**src/rtl/axis_sync_pkt_fifo.sv**
```systemverilog
`default_nettype none
// ============================================================================
// Module   : axis_sync_pkt_fifo
// Purpose  : Single-clock AXI4-Stream FIFO with TLAST/TKEEP storage,
//            first-word fall-through output, optional store-and-forward
//            packet mode with forced release on oversize packets, and
//            occupancy/status outputs.
// Ports    : axis_clk / axis_rst     clock, async active-high reset
//            s_axis_*                slave stream (tvalid/tready/tdata/tkeep/tlast)
//            m_axis_*                master stream (tvalid/tready/tdata/tkeep/tlast)
//            data_count              beats currently stored
//            pkt_count               tlast beats currently stored
//            almost_full             data_count >= AF_THRESH
//            oversize                one-cycle pulse on forced release
// Revision : 1.0 - initial release
// ============================================================================
module axis_sync_pkt_fifo #(
    parameter int DATA_WIDTH  = 32,
    parameter int DEPTH       = 16,
    parameter int PACKET_MODE = 0,
    parameter int AF_THRESH   = DEPTH - 2
) (
    input  logic                         axis_clk,
    input  logic                         axis_rst,
    input  logic                         s_axis_tvalid,
    output logic                         s_axis_tready,
    input  logic [DATA_WIDTH-1:0]        s_axis_tdata,
    input  logic [DATA_WIDTH/8-1:0]      s_axis_tkeep,
    input  logic                         s_axis_tlast,
    output logic                         m_axis_tvalid,
    input  logic                         m_axis_tready,
    output logic [DATA_WIDTH-1:0]        m_axis_tdata,
    output logic [DATA_WIDTH/8-1:0]      m_axis_tkeep,
    output logic                         m_axis_tlast,
    output logic [$clog2(DEPTH+1)-1:0]   data_count,
    output logic [$clog2(DEPTH+1)-1:0]   pkt_count,
    output logic                         almost_full,
    output logic                         oversize
);

    localparam int c_KEEP_W  = DATA_WIDTH / 8;
    localparam int c_PTR_W   = $clog2(DEPTH);
    localparam int c_CNT_W   = $clog2(DEPTH + 1);
    localparam int c_ENTRY_W = 1 + c_KEEP_W + DATA_WIDTH;

    localparam logic [c_CNT_W-1:0] c_FULL_CNT = c_CNT_W'(DEPTH);
    localparam logic [c_CNT_W-1:0] c_AF_CNT   = c_CNT_W'(AF_THRESH);
    localparam logic [c_CNT_W-1:0] c_CNT_ONE  = c_CNT_W'(1);
    localparam logic [c_PTR_W-1:0] c_PTR_ONE  = c_PTR_W'(1);

    // Entry layout: {tlast, tkeep, tdata}
    logic [c_ENTRY_W-1:0] r_mem [DEPTH];
    logic [c_PTR_W-1:0]   r_wr_ptr;
    logic [c_PTR_W-1:0]   r_rd_ptr;
    logic [c_CNT_W-1:0]   r_data_count;
    logic [c_CNT_W-1:0]   r_pkt_count;

    logic [c_ENTRY_W-1:0] w_rd_entry;
    logic                 w_s_ready;
    logic                 w_m_valid;
    logic                 w_wr;
    logic                 w_rd;
    logic                 w_wr_last;
    logic                 w_rd_last;
    logic                 w_oversize;

    assign w_s_ready  = (r_data_count != c_FULL_CNT);
    assign w_wr       = s_axis_tvalid && w_s_ready;
    assign w_rd       = w_m_valid && m_axis_tready;
    assign w_rd_entry = r_mem[r_rd_ptr];
    assign w_wr_last  = w_wr && s_axis_tlast;
    assign w_rd_last  = w_rd && w_rd_entry[c_ENTRY_W-1];

    // Storage is deliberately not reset; contents are qualified by the counters.
    always_ff @(posedge axis_clk) begin
        if (w_wr) begin
            r_mem[r_wr_ptr] <= {s_axis_tlast, s_axis_tkeep, s_axis_tdata};
        end
    end

    always_ff @(posedge axis_clk or posedge axis_rst) begin
        if (axis_rst) begin
            r_wr_ptr     <= '0;
            r_rd_ptr     <= '0;
            r_data_count <= '0;
            r_pkt_count  <= '0;
        end else begin
            if (w_wr) begin
                r_wr_ptr <= r_wr_ptr + c_PTR_ONE;
            end
            if (w_rd) begin
                r_rd_ptr <= r_rd_ptr + c_PTR_ONE;
            end

            if (w_wr && !w_rd) begin
                r_data_count <= r_data_count + c_CNT_ONE;
            end else if (!w_wr && w_rd) begin
                r_data_count <= r_data_count - c_CNT_ONE;
            end

            if (w_wr_last && !w_rd_last) begin
                r_pkt_count <= r_pkt_count + c_CNT_ONE;
            end else if (!w_wr_last && w_rd_last) begin
                r_pkt_count <= r_pkt_count - c_CNT_ONE;
            end
        end
    end

    generate
        if (PACKET_MODE != 0) begin : g_packet
            logic r_release;
            logic r_oversize;
            logic w_force;

            // A full FIFO holding no complete packet can never make progress
            // on its own, so the partial packet is released to drain.
            assign w_force = (r_data_count == c_FULL_CNT) && (r_pkt_count == '0) && !r_release;

            always_ff @(posedge axis_clk or posedge axis_rst) begin
                if (axis_rst) begin
                    r_release  <= 1'b0;
                    r_oversize <= 1'b0;
                end else begin
                    r_oversize <= w_force;
                    if (w_force) begin
                        r_release <= 1'b1;
                    end else if (w_rd_last) begin
                        r_release <= 1'b0;
                    end
                end
            end

            // While released, beats drain as in cut-through, so valid also
            // needs data present (the release can outlive the stored beats).
            assign w_m_valid  = (r_pkt_count != '0) || (r_release && (r_data_count != '0));
            assign w_oversize = r_oversize;
        end else begin : g_cut
            assign w_m_valid  = (r_data_count != '0);
            assign w_oversize = 1'b0;
        end
    endgenerate

    assign s_axis_tready = w_s_ready;
    assign m_axis_tvalid = w_m_valid;
    assign m_axis_tlast  = w_rd_entry[c_ENTRY_W-1];
    assign m_axis_tkeep  = w_rd_entry[c_ENTRY_W-2 -: c_KEEP_W];
    assign m_axis_tdata  = w_rd_entry[DATA_WIDTH-1:0];
    assign data_count    = r_data_count;
    assign pkt_count     = r_pkt_count;
    assign almost_full   = (r_data_count >= c_AF_CNT);
    assign oversize      = w_oversize;

endmodule
`default_nettype wire
```
**config.mk**
```make
export PLATFORM = sky130hd
export DESIGN_NAME = axis_sync_pkt_fifo
export DESIGN_NICKNAME = d
export VERILOG_FILES = /design/src/rtl/axis_sync_pkt_fifo.sv
export SDC_FILE = /design/constraint.sdc
export NUM_CORES = 1
export LEC_CHECK = 0
export CAP_MARGIN = 0
export CORE_AREA = 10 10 220 222
export DETAILED_ROUTE_END_ITERATION = 10
export DIE_AREA = 0 0 230 232
export PLACE_DENSITY = 0.74
export SLEW_MARGIN = 0
export SYNTH_ARGS = -nofsm -noshare
export SYNTH_HDL_FRONTEND = slang
export SYNTH_SLANG_ARGS = --single-unit
```
**constraint.sdc**
```tcl
create_clock -name axis_clk -period 4.4 [get_ports axis_clk]
set_input_delay 1.32 -clock axis_clk [delete_from_list [all_inputs] [get_ports axis_clk]]
set_output_delay 1.32 -clock axis_clk [all_outputs]
set_load 0.01 [all_outputs]
```
=== Word-level counts from Yosys, hierarchy flattened ===
Memory sizes are Yosys's and may differ from the RTL's.
Cells that the tools add are included.

* $add $sub $neg: 6
* Magnitude comparators: 1
* Equality and inequality tests: 1
* Muxes and demuxes: 6
* Reduce and logical (&&, ||, !) cells: 15

{| class="wikitable"
|+ Operators with widths
! operator !! count
|-
| 2-to-1 mux 5 bit || 4
|-
| adder 5 x 1 -> 5 bit (second input constant) || 2
|-
| subtractor 5 x 1 -> 5 bit (second input constant) || 2
|-
| adder 4 x 1 -> 4 bit (second input constant) || 2
|-
| logical AND 1 bit || 8
|-
| greater-or-equal comparator 5 x 4 -> 1 bit (second input constant) || 1
|-
| inequality test 5 bit (second input constant) || 1
|-
| nonzero test 5 bit || 1
|-
| zero test 1 bit || 4
|-
| nonzero test 2 bit || 2
|-
| 2-to-1 mux 1 bit || 2
|}

* Register bits after elaboration: 18
* Memory bits (writable): 592
* Input port bits: 41
* Output and inout port bits: 51
* Word-level logic and storage cells: 34
* Memories: 1

{| class="wikitable"
|+ Memory list
! memory !! words !! width !! rd ports !! clocked after Yosys merged registers in !! wr ports !! RTL line !! text
|-
| r_mem || 16 || 37 || 1 || 0 || 1 || 52 || <nowiki>logic [c_ENTRY_W-1:0] r_mem [DEPTH];</nowiki>
|}

=== Logic depth before layout (Yosys ltp) ===
Gate-level depths: netlist (run 1).

* Depth after elaboration: 7
* Mapped depth: 12
* Depth with buffers taken out: 11

=== Worst setup path after synthesis (run 1) ===
Ideal clock, no wire load.

* Path type: input port to flip-flop
* Start: input s_axis_tvalid
* End: memory r_mem[3][0] (netlist name), enable pin
* Setup time: 0.477 ns
* Arrival time: 4.376 ns
* Data required time: 3.923 ns
* Slack: -0.453 ns
* Cell stages on the path: 3
* Path buffers: 0
* Path through: a21boi_2 > nand2_1 > nor3_1

* Cells in the longest elaborated chain, start to end: 3

{| class="wikitable"
|+ Ends and longest elaborated chain
! element !! RTL line !! text
|-
| from (decl) || 25 || <nowiki>input logic s_axis_tvalid,</nowiki>
|-
| logical AND 1 bit || 68 || <nowiki>assign w_wr = s_axis_tvalid && w_s_ready;</nowiki>
|-
| 2-to-1 mux 1 bit || 76 || <nowiki>if (w_wr) begin</nowiki>
|-
| 2-to-1 mux 1 bit (implied by the code) || 77 || <nowiki>r_mem[r_wr_ptr] <= {s_axis_tlast, s_axis_tkeep, s_axis_tdata};</nowiki>
|-
| to (decl) || 52 ||
|}

Every way passes these cells.

=== Worst setup path in the final report (run 1) ===
* Start: register r_rd_ptr[1]
* End: output m_axis_tdata[13]

* Cells in the longest elaborated chain, start to end: 1

{| class="wikitable"
|+ Ends and longest elaborated chain
! element !! RTL line !! text
|-
| from (decl) || 54 || <nowiki>logic [c_PTR_W-1:0] r_rd_ptr;</nowiki>
|-
| from (signal assigned) || 92 || <nowiki>r_rd_ptr <= r_rd_ptr + c_PTR_ONE;</nowiki>
|-
| memory (16 x 37 bit) || n/a ||
|-
| to (decl) || 32 || <nowiki>output logic [DATA_WIDTH-1:0] m_axis_tdata,</nowiki>
|}

Every way passes these cells.

==> results of run 1 <==
## worst max-delay path, delay by kind of cell (launching register included)
family	cells	cell delay, ns
mux	1	0.38
buf+inv	2	0.92
simple gates	1	0.09
flops	1	0.66
compound gates	1	0.22
## routing by layer
metal  GRT usage [%]  wire length [um]  up-vias
li1                -                 -     4702
met1            25.8             20300     5950
met2            30.3             24900      485
met3            3.86              3780       93
met4            5.49              1070        4
met5               0                26        -
## cells by family after synthesis
kind of cell	count (synthesis)	share of synthesized area, %
AOI/OAI and AO/OA	96	3.08
and+or+nand+nor	88	1.62
DFF	610	78.0
buffers and inverters	67	1.47
other	1	0.0160
xor gates and xnor gates	12	0.450
adders and majority gates	15	0.867
muxes	153	14.5
## registers in the layout, indices dropped and copies added (netlist names)
name,count
r_mem,592
r_rd_ptr,4
r_wr_ptr,4
data_count,5
pkt_count,5
## cells in the mapped netlist (all sizes together), types with 6 or more instances
master  count
ha         13
inv        11
nor2       16
mux4      148
a22oi      72
clkbuf     25
xnor2       7
nand2      49
o21ai       6
dfrtp      18
nor3        6
edfxtp    592
buf        31
## area by class of cell
| class | count | area [um^2] |
|---|---|---|
| diodes | 1 | 2.50 |
| multi-input cells | 365 | 4950 |
| clock buffers | 69 | 1560 |
| repair buffers | 143 | 1600 |
| inverters | 11 | 41.3 |
| clock inverters | 41 | 370 |
| flip-flops and latches | 610 | 18200 |
| fillers | 2937 | 16400 |
| well taps | 592 | 741 |
## worst paths after layout
kind | start | end | slack [ns] | depth (start not counted)
worst max-delay path | r_rd_ptr[1] | m_axis_tdata[13] | 0.18 | 5
worst min-delay path | pkt_count[3] | pkt_count[3] | 0.52 | 2
worst max register to register | r_rd_ptr[2] | pkt_count[4] | 1.15 | 11
worst min register to register | pkt_count[3] | pkt_count[3] | 0.52 | 2
max in group asynchronous | axis_rst | r_rd_ptr[1] | 2.71 | 2
min in group asynchronous | axis_rst | pkt_count[0] | 1.14 | 2
## metrics by stage
stage	setup slack, ns	util, %	cells
finish	0.184	62.6	1832
global route	0.0307	62.6	1832
CTS	0.0335	62.5	1828
detailed placement	0.441	58.0	1713
global placement	0.519	58.0	1713
floorplan	0.536	-	1042
## power groups by stage
stage | combinational (mW) | sequential, mW | clock (mW)
floorplan | 3.60 | 7.30 | 0
global placement | 5.68 | 7.53 | 0
detailed placement | 5.74 | 7.56 | 0
CTS | 5.92 | 7.37 | 5.08
global route | 6.31 | 7.41 | 5.31
finish | 5.88 | 7.36 | 5.00
## timing repair
action                     4_1_cts  5_1_grt
setup endpoints to repair       34       10
gates cloned                     0        0
gates resized for setup          0        1
setup buffers                    5        3
==> results.txt, run 1 <==
The flow ran to the end, and the final reports show no timing, DRC or antenna violations. The worst setup path is of the flop to output pin kind. The proportion of total power due to net switching is 29.5%, and the placed instance area is 0.0255 mm^2. The clock root buffer master is clkbuf_16.

The fraction of the cycle the final worst path needs came out at 95.8%. Summed over all cells, the static leakage comes to 8.85 nW. The total overflow left after global routing is 0. In this run the deepest clock path goes through 3 buffers. STA classifies the critical path endpoint as an output pin. The final routed DRC violation total was 0. The run gives 0 as the number of endpoints with negative hold slack in the final report. The worst setup path is launched from a flop.

Setup repair after global routing left no endpoint under its margin. For the worst hold slack after final layout, the log shows 0.521 ns. Once detail routing completed, the nets flagged for antenna violations numbered 0.

Total number of H-tree levels: 2. The power share of the combinational group is 32.2%. For the setup TNS after final layout, the log shows 0 ns. TritonCTS built the clock tree. The transition time of the tightest slew-check pin is 0.740 ns. The count of port buffers added during placement works out to 90. Relative to the synthesized area, the layout overhead comes to 17.7%. The average footprint of a synthesized cell is 22.4 um^2. During synthesis, Yosys emitted a total of 0 warnings. The largest total area in the synthesized netlist belongs to edfxtp_1.

The slowest stage of the critical path belongs to the cell dfrtp_4. The logs give 3 for the number of antenna violations at the first check in global routing and 0.60 ns for the clock network latency to the later pin of the worst-skew pair. At the worst endpoint, the arrival time is 2.90 ns.

The die covers 0.0534 mm^2. For the number of vias after detailed routing, the log shows 11200. Setup violations remaining at the end of the flow were counted as 0.

The number of optimization iterations in the first detailed-route pass came out at 5. Derived from the worst setup path, the maximum achievable clock frequency is 0.237 GHz. Count of unique library cells instantiated by Yosys: 43. In this run the worst path has a maximum fanout of 26. The signal on the critical path passes through buf_4, mux4_2, a22oi_1, nand2_1, clkdlybuf4s50_1. The power per unit of standard cell area is 663 mW/mm^2. The top cell type by area accounts for 76.1% of the synthesized area.

The logs give 0.0275 mm^2 for the final instance area and 0 for the number of max-cap violations. Synthesis handed over a netlist of 1042 instances. The half-perimeter wire length of the detailed placement result was 26.7 mm. 92 I/O pins were placed.

The first routing iteration left 1188 violations. The fraction of final layout cells with drive strength greater than 1 works out to 25.2%. The library cells used most frequently in the layout, excluding fill and tap cells, are 592 x edfxtp_1, 148 x mux4_2, 90 x clkdlybuf4s50_1, 72 x a22oi_1, 61 x clkbuf_16. In this run the power spent charging and discharging nets is 5.38 mW. In this run the vertical extent of the chip is 232 um.

Final worst clock skew: 0.00892 ns. VDD sags by at most 0.418 mV. Clock-pin slew of the registers on the worst-case setup and hold paths: 0.06 ns.

The number of standard-cell rows in the floorplan was 77; the minimum clock period was 4.22 ns. In this run, the clock network consumes 27.4% of the power. Entering global routing, the biggest net connects 38 pins.

The most used flip-flop cell after synthesis is edfxtp_1. The synthesized netlist net count is 1098. The worst-case headroom to the max-slew limit was 50.6%; the width of the die was 230 um. For the data required time at the worst endpoint, the log shows 3.08 ns. The final layout contains 1246 nets. The largest incremental delay on the critical path was 0.66 ns. The design draws 18.2 mW.

The number of clock buffers added by TritonCTS is 59. For the placeable core region, the log shows 0.0439 mm^2. The run gives 0 as the number of max-slew violations in the final report. After synthesis, flip-flops and latches occupy 78.0% of the total area. For this design, the CTS-stage hold fixing added 0 buffers. For the area of the mapped netlist, the log shows 0.0234 mm^2. The first global-routing pass estimated 75.0 mm of wire. The final estimated routing congestion in global placement came out at 0.736. Yosys attributes the largest share of cell area to edfxtp_1 76%, mux4_2 14%, a22oi_1 2.3%, dfrtp_1 1.9%, nand2_1 0.79%. The mean number of vias per cell is 6.13. For this run, asynchronously set or reset flops after synthesis account for 2.95%. The count of state elements after synthesis was 610.

In the global route stage, overall resource usage came out at 18.8%. The logs give 53.2% for the effective utilization at floorplan and 610 for the total clock sinks. Leading cell type in the layout, fill and taps excluded: edfxtp_1.

Registers are responsible for 40.3% of the overall power. The number of global-route vias before repair was 11700. Type of the tightest min-delay check: flop to flop.

Cell internal power was estimated by the tool at 12.9 mW. Wires add up to 50.1 mm. The number of synthesized flops with an enable pin was 592; the average wire length per cell after detail routing was 27.3 um.
Power figures use the tool's default switching activity.
==> run 2: changes to the inputs <==
==> constraint.sdc (replaced) <==
create_clock -name axis_clk -period 4.4 [get_ports axis_clk]
set_input_delay 0.44 -clock axis_clk [delete_from_list [all_inputs] [get_ports axis_clk]]
set_output_delay 0.44 -clock axis_clk [all_outputs]
set_load 0.01 [all_outputs]
==> run 2 against run 1 <==
  * Sequential power grew 1%
  * Global-route usage about the same
  * Wire length is 0.70% lower
  * Critical path depth is the same
  * Cell count decreased by 0.98%
  * Setup slack better by 0.43 ns
  * Largest power group unchanged
==> results.txt, run 2 (same netlist as run 1, synthesis figures left out) <==
The flow ran to the end, and the final reports show no timing, DRC or antenna violations. The largest incremental delay on the critical path was 1.02 ns (was 0.66 ns). Total grt overflow: 0 (unchanged). The peak clock frequency supported by timing came out at 0.264 GHz (was 0.237 GHz). The die extent in y works out to 232 um (unchanged). The number of antenna violations at the first check in global routing was 2 (was 3). The total clock sinks was 610 (unchanged). The number of buffers and inverters on the critical path is 2 (unchanged).

The transition time of the tightest slew-check pin came out at 1.08 ns (was 0.740 ns). The final worst clock skew was 0.0198 ns (was 0.00892 ns). The run gives 0.751 (was 0.736) as the final estimated routing congestion in global placement. For the count of placed standard cells including taps, the log shows 1706 (was 1713). The run gives 0 (was 1) as the antenna diode count.

Leading cell types in the layout, fill and taps excluded: 592 x edfxtp_1, 148 x mux4_2, 90 x clkdlybuf4s50_1, 72 x a22oi_1, 58 x clkbuf_16 (was 592 x edfxtp_1, 148 x mux4_2, 90 x clkdlybuf4s50_1, 72 x a22oi_1, 61 x clkbuf_16). Clock network latency to the later pin of the worst-skew pair: 0.61 ns (was 0.60 ns). The worst voltage drop across the vdd grid is 0.533 mV (was 0.418 mV). The tools report the number of standard-cell rows in the floorplan as 77 (unchanged).

The count of boundary I/O pins was 92 (unchanged). The final routed DRC violation total is 0 (unchanged), and the total number of H-tree levels is 2 (unchanged). The minimum clock period is 3.79 ns (was 4.22 ns).

The logs give 49.7 mm (was 50.1 mm) for the total length of routed wires and 0 (unchanged) for the number of resized instances in the post-cts repair step. The power per unit of standard cell area is 655 mW/mm^2 (was 663 mW/mm^2), and the number of buffers on the longest clock path is 3 (unchanged). The final non-filler cell total was 1814 (was 1832); the number of endpoints with negative hold slack in the final report was 0 (unchanged). TritonCTS built the clock tree. The antenna violation net count after detailed routing was 0 (unchanged). The top register by number of flip-flops was r_mem (unchanged). Setup repair after global routing left no endpoint under its margin. The tools report the critical path endpoint category as an output pin (unchanged).

The critical path class is flop to output pin (unchanged). Leading cell type in the layout, fill and taps excluded: edfxtp_1 (unchanged). Clock-pin slew of the registers on the worst-case setup and hold paths: 0.06 ns (about the same). Fraction of the cycle the final worst path needs: 86.1% (was 95.8%). The global-route wire length before repair is 74.9 mm (was 75.0 mm). The die outline area is 0.0534 mm^2 (unchanged), and the flip-flop count of the largest register after layout is 592 (unchanged). The logs give 58 (was 59) for the number of buffers created by CTS and 1230 (was 1246) for the number of nets at the end of the flow.

The effective utilization at floorplan came out at 53.2% (unchanged). Setup fix buffers added after clock tree synthesis: 0 (was 5). The number of failing setup endpoints in the final timing report is 0 (unchanged), and the count of port buffers added during placement is 90 (unchanged). The tools report the type of element launching the critical path as a flop (unchanged). Combined global-route utilization of all metal layers: 18.8% (about the same). The width of the die is 230 um (unchanged).

The final cell utilization of the core is 61.7% (was 62.6%), and the number of max-cap violations is 0 (unchanged). For the data required time at the worst endpoint, the log shows 3.96 ns (was 3.08 ns). Clock root buffer master: clkbuf_16 (unchanged). For the number of vias after detailed routing, the log shows 11100 (was 11200). The highest-delay cell along the critical path is dfrtp_4 (unchanged).

Hold buffer count at cts: 0 (unchanged). Placeable core region: 0.0439 mm^2 (unchanged). The growth of design area from synthesis to finish is 16.0% (was 17.7%), and the mean number of vias per cell is 6.14 (was 6.13). Crit-path cells: buf_4, mux4_2, a22oi_1, nand2_1, clkdlybuf4s50_1 (unchanged). The setup TNS after final layout came out at 0 ns (unchanged). The number of max-slew violations in the final report is 0 (unchanged), and the pin count of the biggest net entering global routing is 67 (was 38). The fraction of final layout cells with drive strength greater than 1 was 24.1% (was 25.2%). The logs give 11700 (about the same) for the number of global-route vias before repair and 0.263 ns (was 0.521 ns) for the worst hold slack after final layout.

The top fanout value on the critical path was 58 (was 26); the number of optimization iterations in the first detailed-route pass was 5 (unchanged). The top cell family by delay on the critical path is flip-flops (was buffers and inverters). The leakage power figure was 8.66 nW (was 8.85 nW); the average wire length per cell after detail routing was 27.4 um (was 27.3 um). The arrival time reported for the critical path endpoint is 3.35 ns (was 2.90 ns).

Number of DRC markers after the initial detailed-route iteration: 1183 (was 1188). Type of the tightest min-delay check: primary input to async pin (was flop to flop). For the worst-case headroom to the max-slew limit, the log shows 27.7% (was 50.6%). The half-perimeter wire length of the detailed placement result was 27.0 mm (was 26.7 mm).
-- run 2: final cells by class --
cell class / instances / area (um^2)
Timing Repair Buffer: 128 / 1320
Clock inverter: 40 / 345
Inverter: 11 / 41.3
Clock buffer: 68 / 1490
Multi-Input combinational cell: 365 / 4930
Sequential cell: 610 / 18200
Tap cell: 592 / 741
Fill cell: 3003 / 16800
-- run 2: through the flow --
| step | area (um^2) | total power [mW] | worst slack, ns |
|---|---|---|---|
| floorplan | 23400 | 10.9 | 0.281 |
| global placement | 25300 | 13.0 | 1.15 |
| detailed placement | 25300 | 13.1 | 1.00 |
| CTS | 27100 | 18.0 | 0.547 |
| global route | 27100 | 18.5 | 0.476 |
| finish | 27100 | 17.7 | 0.614 |
-- run 2: worst reg2reg max path, cell delays in order (launching register included) --
cell	delay [ns]
dfrtp_1	0.69
mux4_2	0.57
nor2b_1	0.16
a211oi_2	0.27
a211o_1	0.14
ha_1	0.27
inv_1	0.13
ha_1	0.33
nor2b_1	0.16
o21a_1	0.20
o2111ai_1	0.21
o311ai_0	0.18
-- run 2: where the power goes --
| part | internal [mW] | total (mW) | switching (mW) |
|---|---|---|---|
| registers | 7.03 | 7.44 | 0.409 |
| clock network | 2.71 | 4.81 | 2.10 |
| logic | 2.69 | 5.50 | 2.81 |
-- run 2: metal layers --
metal | vias to the layer above | wire length (um) | track usage [%]
li1 | 4657 | - | -
met1 | 5935 | 19600 | 25.2
met5 | - | 22 | 0
met3 | 85 | 3630 | 3.71
met2 | 460 | 25300 | 31.1
met4 | 4 | 1150 | 5.26
-- run 2: path summary, 6_finish.rpt --
check,start,end,slack [ns],cells past startpoint
min,axis_rst,pkt_count[0],0.26,2
max reg2reg,r_rd_ptr[2],pkt_count[4],0.95,11
min reg2reg,pkt_count[2],pkt_count[2],0.53,2
max in group asynchronous,axis_rst,r_rd_ptr[0],3.58,2
max,r_rd_ptr[1],m_axis_tdata[7],0.61,5
min in group axis_clk,m_axis_tready,r_rd_ptr[2],0.51,3
==> run 3: changes to the inputs <==
--- a/config.mk
+++ b/config.mk
@@ -6,10 +6,10 @@
 export NUM_CORES = 1
 export LEC_CHECK = 0
 export CAP_MARGIN = 0
-export CORE_AREA = 10 10 220 222
+export CORE_AREA = 10 10 228 230
 export DETAILED_ROUTE_END_ITERATION = 10
-export DIE_AREA = 0 0 230 232
-export PLACE_DENSITY = 0.74
+export DIE_AREA = 0 0 238 240
+export PLACE_DENSITY = 0.69
 export SLEW_MARGIN = 0
 export SYNTH_ARGS = -nofsm -noshare
 export SYNTH_HDL_FRONTEND = slang
==> constraint.sdc (replaced) <==
create_clock -name axis_clk -period 4.4 [get_ports axis_clk]
set_input_delay 0.88 -clock axis_clk [delete_from_list [all_inputs] [get_ports axis_clk]]
set_output_delay 0.88 -clock axis_clk [all_outputs]
set_load 0.01 [all_outputs]
==> run 3 against run 2 <==
  * Flip-flop and latch count unchanged
  * Setup slack lost 0.37 ns
  * Critical path type unchanged
  * Highest routed layer unchanged
  * Core utilization decreased by 3.9 points
==> results.txt, run 3 (same netlist as run 1, synthesis figures left out) <==
The power per unit of standard cell area is 665 mW/mm^2 (was 655 mW/mm^2), and the setup TNS after final layout is 0 ns (unchanged). The transition time of the tightest slew-check pin works out to 0.784 ns (was 1.08 ns). The clock-pin slew of the registers on the worst-case setup and hold paths is 0.07 ns (was 0.06 ns). The run gives 5 (unchanged) as the number of optimization iterations in the first detailed-route pass. The number of nets at the end of the flow is 1235 (was 1230).

Leading cell type in the layout, fill and taps excluded: edfxtp_1 (unchanged). Clock network latency to the later pin of the worst-skew pair: 0.60 ns (was 0.61 ns). The run gives 3.28 ns (was 3.35 ns) as the arrival time reported for the critical path endpoint.

The reg-to-reg endpoint is pkt_count[4] (unchanged). The width of the die works out to 238 um (was 230 um). Number of standard-cell rows in the floorplan: 80 (was 77).

The path with the worst hold slack has its endpoint at pkt_count[3]. The run gives 27.3 mm (was 27.0 mm) as the half-perimeter wire length of the detailed placement result. The type of the tightest min-delay check was flop to flop (was primary input to async pin). Setup repair after global routing left no endpoint under its margin. The number of global-route vias before repair was 11700 (about the same); the number of endpoints with negative hold slack in the final report was 0 (unchanged). The critical path class is flop to output pin (unchanged). The worst-case headroom to the max-slew limit is 47.6% (was 27.7%), and the number of buffers created by CTS is 58 (unchanged). The fraction of final layout cells with drive strength greater than 1 works out to 24.2% (was 24.1%). Flip-flop count of the largest register after layout: 592 (unchanged). Number of antenna violations at the first check in global routing: 2 (unchanged). The run gives 0.0473 mm^2 (was 0.0439 mm^2) as the placeable core region. The worst hold path passes through 2 cells. The minimum clock period was 4.16 ns (was 3.79 ns); the number of failing setup endpoints in the final timing report was 0 (unchanged). The number of resized instances in the post-cts repair step was 0 (unchanged); the antenna violation net count after detailed routing was 0 (unchanged). Total grt overflow: 0 (unchanged). The tools report the total number of H-tree levels as 2 (unchanged).

Type of element launching the critical path: a flop (unchanged). The logs give 0.368 mV (was 0.533 mV) for the worst voltage drop across the vdd grid and 8.77 nW (was 8.66 nW) for the leakage power figure. The final estimated routing congestion in global placement was 0.713 (was 0.751); the mean number of vias per cell was 5.95 (was 6.14). Leading cell types in the layout, fill and taps excluded: 592 x edfxtp_1, 148 x mux4_2, 90 x clkdlybuf4s50_1, 72 x a22oi_1, 59 x clkbuf_16 (was 592 x edfxtp_1, 148 x mux4_2, 90 x clkdlybuf4s50_1, 72 x a22oi_1, 58 x clkbuf_16).

The run gives 0 (unchanged) as the number of max-cap violations. The tools report the reg-to-reg critical path startpoint as r_rd_ptr[2] (unchanged). Die outline area: 0.0571 mm^2 (was 0.0534 mm^2).

The run gives 49.8 mm (was 49.7 mm) as the total length of routed wires. The peak clock frequency supported by timing is 0.240 GHz (was 0.264 GHz). For the number of max-slew violations in the final report, the log shows 0 (unchanged). TritonCTS built the clock tree. The tools report the combined global-route utilization of all metal layers as 17.7% (was 18.8%). Final worst clock skew: 0.0161 ns (was 0.0198 ns).

For the filler cell count, the log shows 3395 (was 3003). The flow ran to the end, and the final reports show no timing, DRC or antenna violations. The tools report the clock root buffer master as clkbuf_16 (unchanged). The count of boundary I/O pins came out at 92 (unchanged). Top register by number of flip-flops: r_mem (unchanged). The worst hold path begins at pkt_count[3].

Growth of design area from synthesis to finish: 17.1% (was 16.0%). The top fanout value on the critical path works out to 26 (was 58). Number of buffers on the longest clock path: 3 (unchanged). The tools report the total clock sinks as 610 (unchanged). The tools report the number of vias after detailed routing as 11000 (was 11100).

The effective utilization at floorplan is 49.4% (was 53.2%), and the setup fix buffers added after clock tree synthesis is 0 (unchanged). The worst-case register-to-register setup slack is 0.78 ns (was 0.95 ns). The global-route wire length before repair was 75.6 mm (was 74.9 mm). The run gives 0 (unchanged) as the final routed DRC violation total.

The hold buffer count at cts is 0 (unchanged), and the count of port buffers added during placement is 90 (unchanged). Pin count of the biggest net entering global routing: 44 (was 67). The count of cells along the worst register-to-register path is 11 (unchanged), and the average wire length per cell after detail routing is 27.0 um (was 27.4 um). The data required time at the worst endpoint was 3.52 ns (was 3.96 ns). Fraction of the cycle the final worst path needs: 94.6% (was 86.1%). Critical path endpoint category: an output pin (unchanged). For the final cell utilization of the core, the log shows 57.8% (was 61.7%).

The number of DRC markers after the initial detailed-route iteration was 1084 (was 1183); the die extent in y was 240 um (was 232 um).
[run 3: worst max path at each step]
| stage | slack (ns) | startpoint | cells past startpoint | to |
|---|---|---|---|---|
| final | 0.24 | r_rd_ptr[0] | 5 | m_axis_tdata[21] |
| after global routing | 0.06 | r_rd_ptr[0] | 5 | m_axis_tdata[21] |
| after CTS | 0.14 | r_rd_ptr[0] | 5 | m_axis_tdata[21] |
| after detailed placement | 0.71 | s_axis_tvalid | 9 | pkt_count[4] |
| after global placement | 0.84 | r_rd_ptr[0] | 5 | m_axis_tdata[21] |
| after floorplan | 0.02 | s_axis_tvalid | 3 | r_mem[0][0] |
[run 3: final cells by class]
cell class | count | area (um^2) | area share [%]
repair buffers | 133 | 1400 | 5.11
well taps | 615 | 769 | 2.81
clock buffers | 75 | 1570 | 5.72
inverters | 11 | 41.3 | 0.151
diodes | 1 | 2.50 | 0.00914
flip-flops and latches | 610 | 18200 | 66.6
multi-input cells | 365 | 4930 | 18.0
clock inverters | 34 | 415 | 1.52
[run 3: layer usage]
| layer | wire length (um) | part of all wire, % | track usage [%] |
|---|---|---|---|
| met3 | 3450 | 6.9 | 3.68 |
| met2 | 24400 | 49 | 28.8 |
| met4 | 806 | 1.6 | 3.92 |
| met5 | 13 | 0.026 | 0 |
| met1 | 21100 | 42 | 24.4 |
[run 3: critical path, cell delays in order, from the launching register on]
cell,delay [ns]
dfrtp_4,0.82
buf_4,0.40
mux4_2,0.53
a22oi_1,0.31
nand2_1,0.10
clkdlybuf4s50_1,0.49
[run 3: through the flow]
stage / hold WS (ns) / area [um^2] / cells / setup WS, ns / total power, mW
floorplan: 0.542 / 23400 / 1042 / 0.0243 / 10.9
global placement: 0.507 / 25400 / 1734 / 0.840 / 13.2
detailed placement: 0.513 / 25400 / 1734 / 0.707 / 13.3
CTS: 0.534 / 27400 / 1843 / 0.136 / 18.4
global route: 0.557 / 27400 / 1843 / 0.0587 / 19.0
finish: 0.530 / 27400 / 1844 / 0.240 / 18.2
[run 3: report_power, final]
group	switching, mW	internal, mW
clock network	2.05	3.09
logic	2.86	2.75
registers	0.403	7.03
total	5.32	12.9
